--- src/rtl/vending_machine_multi.sv ---
// vending_machine_multi
// Multi-product vending controller. It accumulates credit in 50 rs units from
// 50 rs and 100 rs coins and serves one of N_PROD products at per-product
// prices, refusing sold-out products. Remaining credit is returned as change,
// one coin per cycle. All outputs are registered.
//
// Ports
//   clk          system clock, rising edge
//   rst          asynchronous active-low reset
//   coin         01 = 50 rs, 10 = 100 rs, 00 = none, 11 = invalid
//   sel_valid    product selection strobe
//   sel_id       selected product index
//   cancel       refund request
//   price_tbl    packed prices, product i at [i*CREDIT_W +: CREDIT_W]
//   stock_empty  1 = product i sold out
//   vend         1-cycle dispense pulse
//   vend_id      product dispensed, valid with vend
//   change       coin returned this cycle (01 = 50 rs, 10 = 100 rs)
//   coin_reject  1-cycle pulse: coin routed to the return chute
//   sel_reject   1-cycle pulse: selection refused
//   credit       current credit in units
//   busy         high while vending or returning change
module vending_machine_multi #(
   parameter int unsigned N_PROD     = 4,
   parameter int unsigned CREDIT_W   = 4,
   parameter int unsigned MAX_CREDIT = 10,
   localparam int unsigned SEL_W     = (N_PROD > 1) ? $clog2(N_PROD) : 1
) (
   input  logic                       clk,
   input  logic                       rst,
   input  logic [1:0]                 coin,
   input  logic                       sel_valid,
   input  logic [SEL_W-1:0]           sel_id,
   input  logic                       cancel,
   input  logic [N_PROD*CREDIT_W-1:0] price_tbl,
   input  logic [N_PROD-1:0]          stock_empty,
   output logic                       vend,
   output logic [SEL_W-1:0]           vend_id,
   output logic [1:0]                 change,
   output logic                       coin_reject,
   output logic                       sel_reject,
   output logic [CREDIT_W-1:0]        credit,
   output logic                       busy
);

   typedef enum logic [1:0] {StIdle, StCredit, StVend, StChange} state_e;

   state_e state;

   logic                coin_ok;
   logic                coin_any;
   logic [CREDIT_W:0]   coin_units;
   logic [CREDIT_W:0]   coin_sum;
   logic                coin_fits;
   logic [CREDIT_W-1:0] sel_price;
   logic                sel_in_range;
   logic                sel_ok;

   always_comb begin
      coin_units = '0;
      coin_ok    = 1'b0;
      unique case (coin)
         2'b01: begin
            coin_units = (CREDIT_W+1)'(1);
            coin_ok    = 1'b1;
         end
         2'b10: begin
            coin_units = (CREDIT_W+1)'(2);
            coin_ok    = 1'b1;
         end
         default: ;
      endcase
      coin_any  = (coin != 2'b00);
      // One extra bit so the ceiling check cannot wrap.
      coin_sum  = {1'b0, credit} + coin_units;
      coin_fits = (coin_sum <= (CREDIT_W+1)'(MAX_CREDIT));

      sel_in_range = (32'(sel_id) < N_PROD);
      sel_price    = '0;
      sel_ok       = 1'b0;
      if (sel_in_range) begin
         sel_price = price_tbl[sel_id*CREDIT_W +: CREDIT_W];
         sel_ok    = !stock_empty[sel_id] && (sel_price <= credit);
      end
   end

   always_ff @(posedge clk or negedge rst) begin
      if (!rst) begin
         state       <= StIdle;
         credit      <= '0;
         vend        <= 1'b0;
         vend_id     <= '0;
         change      <= 2'b00;
         coin_reject <= 1'b0;
         sel_reject  <= 1'b0;
         busy        <= 1'b0;
      end else begin
         vend        <= 1'b0;
         change      <= 2'b00;
         coin_reject <= 1'b0;
         sel_reject  <= 1'b0;

         unique case (state)
            StIdle: begin
               if (coin_ok) begin
                  credit <= coin_units[CREDIT_W-1:0];
                  state  <= StCredit;
               end else if (coin_any) begin
                  coin_reject <= 1'b1;
               end
               // Nothing can be bought without credit, zero-price included.
               if (sel_valid) sel_reject <= 1'b1;
               busy <= 1'b0;
            end

            StCredit: begin
               if (cancel) begin
                  state <= StChange;
                  busy  <= 1'b1;
                  if (coin_any) coin_reject <= 1'b1;
               end else if (sel_valid) begin
                  // The selection owns this cycle; a coin arriving with it is returned.
                  if (coin_any) coin_reject <= 1'b1;
                  if (sel_ok) begin
                     credit  <= credit - sel_price;
                     vend    <= 1'b1;
                     vend_id <= sel_id;
                     state   <= StVend;
                     busy    <= 1'b1;
                  end else begin
                     sel_reject <= 1'b1;
                  end
               end else if (coin_ok && coin_fits) begin
                  credit <= coin_sum[CREDIT_W-1:0];
               end else if (coin_any) begin
                  coin_reject <= 1'b1;
               end
            end

            StVend: begin
               if (coin_any) coin_reject <= 1'b1;
               if (credit != '0) begin
                  state <= StChange;
                  busy  <= 1'b1;
               end else begin
                  state <= StIdle;
                  busy  <= 1'b0;
               end
            end

            StChange: begin
               if (coin_any) coin_reject <= 1'b1;
               if (credit >= CREDIT_W'(2)) begin
                  change <= 2'b10;
                  credit <= credit - CREDIT_W'(2);
               end else if (credit == CREDIT_W'(1)) begin
                  change <= 2'b01;
                  credit <= '0;
               end
               // Leave on the same edge that returns the last coin.
               if (credit <= CREDIT_W'(2)) begin
                  state <= StIdle;
                  busy  <= 1'b0;
               end
            end

            default: begin
               state <= StIdle;
               busy  <= 1'b0;
            end
         endcase
      end
   end

endmodule
--- config.mk ---
export PLATFORM = sky130hd
export DESIGN_NAME = vending_machine_multi
export DESIGN_NICKNAME = d
export VERILOG_FILES = /design/src/rtl/vending_machine_multi.sv
export SDC_FILE = /design/constraint.sdc
export NUM_CORES = 1
export LEC_CHECK = 0
export ABC_AREA = 0
export ABC_CLOCK_PERIOD_IN_PS = 2800
export CAP_MARGIN = 40
export CORE_UTILIZATION = 48
export DETAILED_ROUTE_END_ITERATION = 10
export GPL_TIMING_DRIVEN = 1
export MAX_ROUTING_LAYER = met4
export PLACE_DENSITY = 0.92
export SYNTH_ARGS = -nofsm -noshare
export SYNTH_HDL_FRONTEND = slang
export SYNTH_SLANG_ARGS = --single-unit
export TNS_END_PERCENT = 30
--- constraint.sdc ---
create_clock -name clk -period 2.8 [get_ports clk]
set_input_delay 0.42 -clock clk [delete_from_list [all_inputs] [get_ports clk]]
set_output_delay 0.42 -clock clk [all_outputs]
set_load 0.05 [all_outputs]
==> key figures, run 1 <==
Synthesis
  – Simple-gate area share of the yosys netlist: about 11%
  – Main flop type after synthesis: dfrtp_1
  – Yosys warning count: 0
  – Area leader, netlist: dfrtp_1
  – Cells after synthesis: roughly 140
  – Synth Area in Compound Gates: 21.5%
  – Synth Area per Inst: between 9 and 10 um2
  – Top cells by area, synth: dfrtp_1 (25%), ha_1 (14%), mux4_1 (7.6%), inv_1 (4.9%), o21ai_0 (3.2%)
  – Top-count cell post-synth: inv_1
  – Commonest cells post-synth: inv_1 (18), ha_1 (16), dfrtp_1 (14)
  – Area share of the largest cell type after synthesis: between 20% and 30%
  – Post-synth EDFFs: 0
  – Mapped cell area: ~0.0014 mm2
  – Largest family of logic cells by synthesized area: compound AO/OA/AOI/OAI gates
  – Synthesized flop and latch total: 14
  – Post-Syn Nets: between 150 and 200
  – Sequential share of the synthesized area: between 20% and 30%
  – Post-synth ARST share: 100%
  – Synth cell types: 45
  – Post-synthesis mux area share: around 15%
  – XOR/XNOR Fraction of Synth Area: roughly 1.9%
  – Post-Synth Adder-Cell Area: between 15 and 20%

Layout
  – Diode count: 0
  – # fillers: between 150 and 200
  – Area grow syn2layout: 47.6%
  – Proportion of layout cells with a drive suffix above 1: 22.3%
  – Fin area: around 0.002 mm2
  – Fin nets: 253
  – Core Util, Final: 74.2%

Floorplan
  – Die H: approximately 56 um
  – Rows: 19
  – Die ar.: roughly 0.0031 mm2
  – Die W: ~56 um
  – I/O pins: 40
  – Core area: around 0.0028 mm2
  – Initial Util: between 50% and 60%

Global route
  – Total GRT Usage: 28.2%
  – Number of global-route vias before repair: ~1500
  – Largest net degree at the start of global routing: 15
  – Gr ovfl total: 0
  – Initial antenna violation count: 0
  – First-pass GRT wire length: approximately 6.6 mm

Critical path
  – Worst Reg-to-Reg Cells: 11
  – Worst setup endpoint: state[0]
  – Worst setup SP type: input port
  – Crit path kind: input port to flip-flop
  – Crit-path max FO: 3
  – Endpoint of the worst register-to-register path: state[0]
  – Setup slack, reg-to-reg: between 0.2 and 0.3 ns
  – RR Startpoint: credit[0]
  – Setup crit start: price_tbl[12]
  – WP data arrival: 2.95 ns
  – Required @ worst endpoint: about 3.0 ns
  – CP Capture Type: flip-flop

Placed design
  – Placed instance area: approximately 0.0020 mm2
  – Final Wtd Congestion: ~0.88
  – PortBufs: 39
  – HPWL after DPL: roughly 3.0 mm
  – Pre-CTS setup slack: -0.472 ns

Timing
  – Final setup fails: 0
  – Tightest Pin Transition: 0.671 ns
  – Skew final: 0.000730 ns
  – Slew margin rel.: a little under three fifths
  – Fmax: roughly 0.36 GHz
  – Crit path setup slack, layout: around 0.028 ns
  – Final Hold Fails: 0
  – WHS: a little over 0.5 ns
  – Post-route minimum period: between 2 and 3 ns
  – Fin crit share: between 90% and 100%
  – Slew Limit Fails: 0

Clock network
  – H-tree lvl count: 1
  – Worst-Skew Late Latency: ~0.29 ns
  – Clk slew on worst S/H paths: around 0.090 ns
  – CTS tree: yes
  – Cts bufs inserted: 3
  – Longest Clk Path Bufs: 2
  – Cts hold-fix bufs: 0
  – Root buf cell: clkbuf_4
  – CTS sink cnt: 14

Detailed routing
  – Detailed-route via count: approximately 1400
  – Avg WL per Cell: ~17 um
  – First-pass DRT Iterations: 4
  – Detailed Route WL: a little under 4 mm
  – Post-route DRC: 0
  – Routed vias/inst: 5.81
  – Post-DRT Antenna Nets: 0
  – DRT iter0 DRCs: between 40 and 50

Hold path
  – Min-delay worst type: flip-flop to flip-flop

Power
  – Clk pwr share: about 8.1%
  – Leakage: around 0.98 nW
  – Cell internal power dissipation: approximately 960 uW
  – Comb power frac: approximately 74%
  – Power, Total: around 1.9 mW
  – Pwr dens: approximately 930 mW/mm2
  – Switch share: between 40 and 50%
  – VDD IR max: 0.000812 V
  – Reg power frac: between 10% and 20%
  – Psw: just over 900 uW

Outcome
  – Status: finished, final reports clean

Job
  – Maxcap violations: 0
-- through the flow --
| step | TNS, ns | instances |
|---|---|---|
| floorplan | 0 | 144 |
| global placement | -2.15 | 232 |
| detailed placement | -3.73 | 232 |
| CTS | 0 | 236 |
| global route | -0.0512 | 237 |
| finish | 0 | 237 |
-- registers in the layout (all words and copies together), names as in the netlist --
name / count
state: 2
change: 2
vend: 1
coin_reject: 1
credit: 4
busy: 1
vend_id: 2
sel_reject: 1
-- cell type report --
class	instances	area, um2	area share, %
Multi-Input combinational cell	105	972	47.5
Clock buffer	4	36.3	1.77
Inverter	20	75.1	3.67
Sequential cell	14	350	17.1
Timing Repair Buffer	63	573	28.0
Tap cell	31	38.8	1.90
-- power groups by stage --
stage	registers, mW	clock network [mW]	logic, mW
after floorplan	0.533	0	0.668
after global placement	0.341	0	1.22
after detailed placement	0.346	0	1.28
after CTS	0.342	0.155	1.29
after global routing	0.355	0.167	1.51
final	0.346	0.154	1.39
-- worst max-delay path, cell delays in order --
cell and delay, ns:
clkdlybuf4s50_1 0.41, mux4_1 0.48, ha_1 0.36, a211oi_4 0.30, buf_4 0.17, o21bai_4 0.08, buf_4 0.14, a31o_2 0.26
a31oi_1 0.27, a21oi_1 0.07
-- cells by family after synthesis --
group,Yosys count
multiplexers,12
adder cells (fa/ha/maj),18
flip-flops,14
XOR/XNOR,3
buffers and inverters,25
AO/OA/AOI/OAI,39
AND/OR/NAND/NOR,33
-- repair_timing --
item | in CTS | in global routing
buffers inserted | 0 | 1
cloned | 0 | 0
resized for setup | 2 | 8
pin swaps | 0 | 2
endpoints found under the setup margin | 9 | 6
-- metal layers --
layer	routed length (um)	up-vias	part of all wire [%]	global-route usage, %
met4	236	0	6.0	11.8
met5	0	-	0	-
met1	1480	642	38	31.6
met3	221	27	5.6	4.65
met2	2000	75	51	49.6
li1	-	633	-	-
-- worst min path at each step --
stage | depth (start not counted) | endpoint | startpoint | slack, ns
6_report | 1 | vend_id[1] | vend_id[1] | 0.51
5_1_grt | 1 | vend_id[0] | vend_id[0] | 0.55
4_1_cts | 1 | vend_id[1] | vend_id[1] | 0.51
3_5_place_dp | 1 | vend_id[1] | vend_id[1] | 0.49
3_3_place_gp | 1 | vend_id[0] | vend_id[0] | 0.48
2_1_floorplan | 0 | busy | rst | 0.12
-- cell usage in the layout (no fill, tap or decap), drive strengths merged, types with 5 or more instances in the layout --
| cell type | Yosys | final |
|---|---|---|
| clkdlybuf4s50 | 0 | 37 |
| buf | 2 | 24 |
| inv | 20 | 20 |
| ha | 16 | 16 |
| dfrtp | 14 | 14 |
| nand2 | 13 | 13 |
| o21ai | 10 | 10 |
| nor2 | 9 | 9 |
| a21oi | 7 | 7 |
| mux4 | 5 | 5 |
(Power assumes the default switching activity.)
==> run 2: changes to the inputs <==
- CAP_MARGIN: 40 -> not set
==> results of run 2 <==
The final DEF is identical to that of run 1; final timing and power are the same.
